File: src/rtl/ibex_rf_wb_arbiter.sv
// Shares the RF write port between ALU (A) and LSU (B) one-entry buffers; 2 edges handshake->rf_we_o when uncontested.
// Backpressure: x_ready_o drops only while buffer x is full and loses arbitration; A wins after MaxStall lost cycles.
module ibex_rf_wb_arbiter #(
    parameter int unsigned DataWidth = 32,
    parameter int unsigned MaxStall  = 3
) (
    input  logic                 clk_i,
    input  logic                 rst_i,
    input  logic                 a_valid_i,
    output logic                 a_ready_o,
    input  logic [4:0]           a_waddr_i,
    input  logic [DataWidth-1:0] a_wdata_i,
    input  logic                 b_valid_i,
    output logic                 b_ready_o,
    input  logic [4:0]           b_waddr_i,
    input  logic [DataWidth-1:0] b_wdata_i,
    output logic                 rf_we_o,
    output logic [4:0]           rf_waddr_o,
    output logic [DataWidth-1:0] rf_wdata_o,
    input  logic [4:0]           raddr_a_i,
    input  logic [4:0]           raddr_b_i,
    output logic                 hazard_a_o,
    output logic                 hazard_b_o
);
    localparam int unsigned CntW = $clog2(MaxStall + 1);
    localparam logic [CntW-1:0] StallMax = CntW'(MaxStall);

    logic                 hold_v_a_q, hold_v_a_d, hold_v_b_q, hold_v_b_d;
    logic [4:0]           hold_addr_a_q, hold_addr_a_d, hold_addr_b_q, hold_addr_b_d;
    logic [DataWidth-1:0] hold_data_a_q, hold_data_a_d, hold_data_b_q, hold_data_b_d;
    logic                 age_a_q, age_a_d;
    logic [CntW-1:0]      stall_cnt_q, stall_cnt_d;
    logic                 rf_we_q, rf_we_d;
    logic [4:0]           rf_waddr_q, rf_waddr_d;
    logic [DataWidth-1:0] rf_wdata_q, rf_wdata_d;

    logic grant_a, grant_b, load_a, load_b;

    // age_a_q = 1 means the A entry was buffered before the B entry.
    always_comb begin
        grant_a = 1'b0;
        if (hold_v_a_q) begin
            if (!hold_v_b_q) begin
                grant_a = 1'b1;
            end else if (hold_addr_a_q == hold_addr_b_q) begin
                grant_a = age_a_q;
            end else begin
                grant_a = (stall_cnt_q == StallMax);
            end
        end
        grant_b = hold_v_b_q & ~grant_a;
    end

    assign a_ready_o = ~hold_v_a_q | grant_a;
    assign b_ready_o = ~hold_v_b_q | grant_b;
    assign load_a    = a_valid_i & a_ready_o & (a_waddr_i != 5'd0);
    assign load_b    = b_valid_i & b_ready_o & (b_waddr_i != 5'd0);

    always_comb begin
        hold_v_a_d    = hold_v_a_q & ~grant_a;
        hold_addr_a_d = hold_addr_a_q;
        hold_data_a_d = hold_data_a_q;
        hold_v_b_d    = hold_v_b_q & ~grant_b;
        hold_addr_b_d = hold_addr_b_q;
        hold_data_b_d = hold_data_b_q;
        age_a_d       = age_a_q;
        if (load_a) begin
            hold_v_a_d    = 1'b1;
            hold_addr_a_d = a_waddr_i;
            hold_data_a_d = a_wdata_i;
        end
        if (load_b) begin
            hold_v_b_d    = 1'b1;
            hold_addr_b_d = b_waddr_i;
            hold_data_b_d = b_wdata_i;
        end
        // A newly loaded entry is younger than whatever the other buffer keeps.
        if (load_a && load_b) begin
            age_a_d = 1'b1;
        end else if (load_a) begin
            age_a_d = 1'b0;
        end else if (load_b) begin
            age_a_d = 1'b1;
        end

        stall_cnt_d = '0;
        if (hold_v_a_q && !grant_a) begin
            stall_cnt_d = (stall_cnt_q == StallMax) ? stall_cnt_q : stall_cnt_q + 1'b1;
        end

        rf_we_d    = grant_a | grant_b;
        rf_waddr_d = rf_waddr_q;
        rf_wdata_d = rf_wdata_q;
        if (grant_a) begin
            rf_waddr_d = hold_addr_a_q;
            rf_wdata_d = hold_data_a_q;
        end else if (grant_b) begin
            rf_waddr_d = hold_addr_b_q;
            rf_wdata_d = hold_data_b_q;
        end
    end

    always_ff @(posedge clk_i or posedge rst_i) begin
        if (rst_i) begin
            hold_v_a_q    <= 1'b0;
            hold_addr_a_q <= '0;
            hold_data_a_q <= '0;
            hold_v_b_q    <= 1'b0;
            hold_addr_b_q <= '0;
            hold_data_b_q <= '0;
            age_a_q       <= 1'b0;
            stall_cnt_q   <= '0;
            rf_we_q       <= 1'b0;
            rf_waddr_q    <= '0;
            rf_wdata_q    <= '0;
        end else begin
            hold_v_a_q    <= hold_v_a_d;
            hold_addr_a_q <= hold_addr_a_d;
            hold_data_a_q <= hold_data_a_d;
            hold_v_b_q    <= hold_v_b_d;
            hold_addr_b_q <= hold_addr_b_d;
            hold_data_b_q <= hold_data_b_d;
            age_a_q       <= age_a_d;
            stall_cnt_q   <= stall_cnt_d;
            rf_we_q       <= rf_we_d;
            rf_waddr_q    <= rf_waddr_d;
            rf_wdata_q    <= rf_wdata_d;
        end
    end

    assign rf_we_o    = rf_we_q;
    assign rf_waddr_o = rf_waddr_q;
    assign rf_wdata_o = rf_wdata_q;

    // The rf_we term covers the cycle before the register file holds the new value.
    assign hazard_a_o = (raddr_a_i != 5'd0) &
                        ((hold_v_a_q & (hold_addr_a_q == raddr_a_i)) |
                         (hold_v_b_q & (hold_addr_b_q == raddr_a_i)) |
                         (rf_we_q & (rf_waddr_q == raddr_a_i)));
    assign hazard_b_o = (raddr_b_i != 5'd0) &
                        ((hold_v_a_q & (hold_addr_a_q == raddr_b_i)) |
                         (hold_v_b_q & (hold_addr_b_q == raddr_b_i)) |
                         (rf_we_q & (rf_waddr_q == raddr_b_i)));
endmodule

File: config.mk
export PLATFORM = sky130hd
export DESIGN_NAME = ibex_rf_wb_arbiter
export DESIGN_NICKNAME = d
export VERILOG_FILES = /design/src/rtl/ibex_rf_wb_arbiter.sv
export SDC_FILE = /design/constraint.sdc
export NUM_CORES = 1
export LEC_CHECK = 0
export CELL_PAD_IN_SITES_DETAIL_PLACEMENT = 2
export CELL_PAD_IN_SITES_GLOBAL_PLACEMENT = 2
export CORE_UTILIZATION = 33
export CTS_CLUSTER_SIZE = 24
export DETAILED_ROUTE_END_ITERATION = 10
export GPL_TIMING_DRIVEN = 0
export PLACE_DENSITY_LB_ADDON = 0.3
export SYNTH_ARGS = -nofsm -noshare
export SYNTH_HDL_FRONTEND = slang
export SYNTH_SLANG_ARGS = --single-unit
File: constraint.sdc
create_clock -name clk_i -period 5.53 [get_ports clk_i]
set_input_delay 1.3825 -clock clk_i [delete_from_list [all_inputs] [get_ports clk_i]]
set_output_delay 1.3825 -clock clk_i [all_outputs]
set_load 0.05 [all_outputs]
==> run metrics, run 1 <==
FMAX 196 MHz; Root Buffer clkbuf_16; Setup Skew 0.00720 ns; maximum number of pins on one net before global-route repair 100; vias per cell 5.13; count leader, synth dfrtp_1; post-synth cell types 37; worst-path maximum fanout 4; Worst Tran Pin Value 0.710 ns; # rows 47; GR Util All Layers 22.0%; Yosys top cell area share 51.3%; CP arrival 3.71 ns; final antenna-violating net count 0; status complete, no violations; CTS tree built; share of post-route cells with drive strength above 1 16.0%; worst-skew pair later-pin latency 0.43 ns; cts bufs inserted 17; Placed Area 0.00730 mm^2; core area 0.0167 mm^2; class of the worst hold path reg -> reg; num ports 130; first-pass GRT wire length 29,100 um; area grow syn2layout 39.0%; fin util 47.5%; top post-synthesis cells by area dfrtp_1 (51%), mux2_4 (13%), mux2_1 (4.9%); final non-filler cell total 859; CP required 4.15 ns; area leader, netlist dfrtp_1; antenna violations before repair 0; Post-synth top cells dfrtp_1 (117), nand2_1 (58), mux2_4 (48); warnings from Yosys 0; clock transition at the registers of the reported paths 0.06 ns; CTS sink count 117; Worst setup EP type output port; Mapped Nets 566; vias in the first global route 5,138; Worst Setup Start Kind input port; sequential fraction of the synthesis area 51.3%; Total Wirelength 18,300 um; Post-CTS Resized 0; Nets 715; LEAKAGE 3.35 nW; Mapped Avg Cell Area 12.0 um^2; kind of critical path in -> out; Post-route DRC 0; Async SR Flop Fraction 100%; Synth Flop Type dfrtp_1; Die Y 133 um; unrepaired setup endpoints after global routing false; placed insts 827; Tot Pwr 3.39 mW; # port buffers 129; starting density of the core 34.1%; final hold vios 0; post-route minimum period 5.09 ns; PD cells 428 mW/mm^2; Avg WL per Cell 21.3 um; synthesized area 0.00570 mm^2; # setup viols final 0; Die ar. 0.0178 mm^2; Longest Clk Path Bufs 2; Max Cap Violations 0; Synth Instances 477; GRT overflow 0; hold buffers post-CTS 0; # H-tree levels 4; Die X 133 um; fin area 0.00793 mm^2; fin. max-slew vios 0; Placer Congestion 0.795; initial DRC count 116; DR vias 4,410; FF+latch count, synth 117; maximum VDD drop 0.000236 V; Post-synth EDFFs 0; relative slew slack 51.7%; First-pass DRT Iterations 4; fin crit share 92.1%; ant diodes 0; post-CTS setup buffer count 0; dpl hpwl 12,600 um
## stage by stage
stage	hold slack [ns]	setup TNS (ns)	setup WS (ns)
after global placement	0.473	-89.10	-0.769
after floorplan	0.458	0	1.05
after detailed placement	0.480	0	0.475
final	0.488	0	0.437
after CTS	0.496	0	0.423
after global routing	0.515	0	0.211
## registers in the layout, summed over array words and instances, names as in the netlist
| signal | count |
|---|---|
| age_a_q | 1 |
| hold_addr_a_q | 5 |
| hold_addr_b_q | 5 |
| hold_data_a_q | 32 |
| hold_data_b_q | 32 |
| hold_v_a_q | 1 |
| hold_v_b_q | 1 |
| rf_waddr_o | 5 |
| rf_wdata_o | 32 |
| rf_we_o | 1 |
| stall_cnt_q | 2 |
## cell type report
| type | count | area, um^2 |
|---|---|---|
| Timing Repair Buffer | 130 | 1320 |
| Clock buffer | 20 | 447 |
| Sequential cell | 117 | 2930 |
| Buffer | 32 | 188 |
| Multi-Input combinational cell | 316 | 2540 |
| Clock inverter | 12 | 179 |
| Tap cell | 220 | 275 |
| Inverter | 12 | 50.0 |
| Fill cell | 1669 | 8770 |
## power by group
group,total [mW],switching (mW),internal (mW)
combinational,1.05,0.607,0.441
clock,1.18,0.413,0.765
sequential,1.17,0.140,1.03
## placed cells by master (no fill, tap or decap), drive strengths merged, types with 15 or more instances in the layout
cell           instances
clkbuf                38
buf                   15
dfrtp                117
nand2                 59
a31oi                 39
a211oi                26
nor2b                 29
xor2                  25
clkdlybuf4s50        129
mux2                  74
## routing by layer
layer | global-route usage (%) | wire, um | vias to the layer above
li1 | - | - | 1980
met1 | 26.4 | 7750 | 2266
met2 | 38.0 | 9330 | 126
met3 | 4.26 | 701 | 38
met4 | 9.66 | 511 | 0
met5 | 0 | 0 | -
## path summary, 6_finish.rpt
kind / startpoint / to / slack [ns] / depth (start not counted)
min in group asynchronous: rst_i / hold_addr_b_q[1]$_DFFE_PP0P_ / 1.27 / 2
min reg2reg: hold_data_a_q[21]$_DFFE_PP0P_ / hold_data_a_q[21]$_DFFE_PP0P_ / 0.49 / 1
max reg2reg: hold_addr_b_q[0]$_DFFE_PP0P_ / rf_wdata_o[0]$_DFFE_PP0P_ / 2.82 / 6
max: raddr_b_i[0] / hazard_b_o / 0.44 / 8
max in group asynchronous: rst_i / hold_data_a_q[30]$_DFFE_PP0P_ / 3.49 / 3
min: hold_data_a_q[21]$_DFFE_PP0P_ / hold_data_a_q[21]$_DFFE_PP0P_ / 0.49 / 1
## logic make-up after synthesis
family | Yosys count | synth area share (%)
adders and majority gates | 1 | 0.219
xor gates and xnor gates | 36 | 5.66
muxes | 78 | 18.8
AOI/OAI and AO/OA | 83 | 9.65
DFF | 117 | 51.3
and+or+nand+nor | 118 | 10.3
buffers and inverters | 44 | 4.08
## critical path: stages
cell and delay, ns:
clkdlybuf4s50_1 0.52, xor2_1 0.19, nor4_1 0.36, nand3_1 0.15, nand2_1 0.13, a31oi_1 0.05
a21oi_1 0.12, clkdlybuf4s50_1 0.81
(Power assumes the default switching activity.)
==> run 2, diff against run 1 <==
--- a/config.mk
+++ b/config.mk
@@ -12,6 +12,7 @@
 export DETAILED_ROUTE_END_ITERATION = 10
 export GPL_TIMING_DRIVEN = 0
 export PLACE_DENSITY_LB_ADDON = 0.3
+export RECOVER_POWER = 50
 export SYNTH_ARGS = -nofsm -noshare
 export SYNTH_HDL_FRONTEND = slang
 export SYNTH_SLANG_ARGS = --single-unit
==> run 2 against run 1 <==
Net effect:
- the flow now finishes with violations (max-capacitance violations, max-slew violations)
- cell area down 0.84%
- power decreased by 0.47%
- routed wire length barely moved
- non-clock buffer count unchanged
- via count down 0.52%
- fmax about the same
- critical endpoint is now hazard_a_o
- largest power group unchanged
- highest routed layer unchanged
==> run metrics, run 2 (same netlist as run 1, synthesis figures left out) <==
CTS tree built; commonest cells after routing, fill and taps aside clkdlybuf4s50_1 (127), dfrtp_1 (117), nand2_1 (58); # port buffers 129; vias in the first global route 5,138; # H-tree levels 4; GRT overflow 0; # rows 47; First-pass DRT Iterations 4; switching fraction of total power 34.1%; status finished, violations left; Avg WL per Cell 21.3 um; Longest Clk Path Bufs 2; relative slew slack -70.8%; Setup Skew 0.00718 ns; final hold vios 0; area grow syn2layout 37.8%; Max Cap Violations 1; # setup viols final 0; fin. max-slew vios 100; unrepaired setup endpoints after global routing false; CTS sink count 117; class of the worst hold path reg -> reg; CP max-delay cell clkdlybuf4s50_1; FF+latch area 0.00293 mm^2; GR Util All Layers 22.0%; CP arrival 3.71 ns; num ports 130; R2R Path Start hold_addr_b_q[0]$_DFFE_PP0P_; reg-to-reg critical path endpoint hold_data_a_q[9]$_DFFE_PP0P_; part of the power in registers 34.6%; Die Y 133 um; Worst Tran Pin Value 2.56 ns; Total Wirelength 18,300 um; clock transition at the registers of the reported paths 0.06 ns; first-pass GRT wire length 29,100 um; Post-route DRC 0; post-route minimum period 5.09 ns; kind of cell adding the most delay to the critical path buffers and inverters; r2r setup slk 2.33 ns; Clock power frac 34.8%; maximum number of pins on one net before global-route repair 100; fill cell count 1,681; kind of critical path in -> out; Worst Hold Path Cells 1; Sw Pwr 1.15 mW; Critical Path Most Common Cell clkdlybuf4s50_1; Nets 715; antenna violations before repair 0; Hold Crit Endpoint hold_data_a_q[21]$_DFFE_PP0P_; Die X 133 um; Die ar. 0.0178 mm^2; CP required 4.15 ns; core area 0.0167 mm^2; share of post-route cells with drive strength above 1 15.0%; leading cell type in the layout, fill and taps excluded clkdlybuf4s50_1; multi-input logic area 0.00250 mm^2; worst-skew pair later-pin latency 0.42 ns; Worst Setup Slack post-DPL 0.475 ns; Placer Congestion 0.795; CP bufs+invs 2; Gate power share 30.6%; vias per cell 5.11; Worst setup EP type output port; post-CTS setup buffer count 0; largest stage delay on the critical path 0.81 ns; Final WS setup 0.438 ns; cts bufs inserted 17; Root Buffer clkbuf_16; Post-Route Setup TNS 0 ns; Cell Chain, Critical Path clkdlybuf4s50_1, xor2_1, nor4_1, nand3_1, nand2_1, a31oi_1, a21oi_1, clkdlybuf4s50_1; LEAKAGE 3.31 nW; failing checks max-capacitance violations, max-slew violations; PD cells 430 mW/mm^2; Worst Setup Start Kind input port; ant diodes 0; fin crit share 92.1%; initial DRC count 127; worst hold slack 0.488 ns; dpl hpwl 12,600 um; maximum VDD drop 0.000238 V; DR vias 4,387; r2r worst-path depth 8; hold_sp hold_data_a_q[21]$_DFFE_PP0P_; final antenna-violating net count 0; P_int 2.23 mW; FMAX 196 MHz; hold buffers post-CTS 0; starting density of the core 34.1%; worst-path maximum fanout 4; Post-CTS Resized 0
-- run 2: stage by stage --
stage	instances	util (%)	instance area [um^2]	total power [mW]
after detailed placement	827	43.7	7300	2.23
after global routing	859	47.1	7860	3.51
final	859	47.1	7860	3.38
after floorplan	477	-	5700	1.83
after global placement	826	43.5	7270	2.17
after CTS	859	47.5	7930	3.43
-- run 2: worst max-delay path by stage --
stage / end / startpoint / slack [ns] / cells past startpoint
5_1_grt: hazard_b_o / raddr_b_i[0] / 0.21 / 8
3_3_place_gp: hold_data_a_q[13]$_DFFE_PP0P_ / rst_i / -0.77 / 2
4_1_cts: hazard_b_o / raddr_b_i[0] / 0.42 / 8
3_5_place_dp: hazard_a_o / raddr_a_i[0] / 0.48 / 8
2_1_floorplan: age_a_q$_DFFE_PP0P_ / rst_i / 1.05 / 1
6_report: hazard_a_o / raddr_a_i[0] / 0.44 / 8
-- run 2: area by class of cell --
class                           instances  area share (%)
Multi-Input combinational cell        316            31.9
Sequential cell                       117            37.2
Tap cell                              220            3.50
Clock buffer                           20            5.68
Clock inverter                         12            2.28
Inverter                               12           0.589
Buffer                                 32            2.36
Timing Repair Buffer                  130            16.5
-- run 2: routing by layer --
layer / global-route usage [%] / up-vias / share of wire [%]
met2: 38.0 / 114 / 51
met5: 0 / - / 0
li1: - / 1977 / -
met3: 4.26 / 36 / 3.6
met1: 26.4 / 2260 / 42
met4: 9.66 / 0 / 2.7
-- run 2: power by group through the flow --
stage / combinational (mW) / sequential, mW / clock, mW
final: 1.03 / 1.17 / 1.18
after global placement: 1.00 / 1.17 / 0
after detailed placement: 1.05 / 1.18 / 0
after CTS: 1.06 / 1.17 / 1.20
after global routing: 1.10 / 1.19 / 1.23
after floorplan: 0.442 / 1.39 / 0
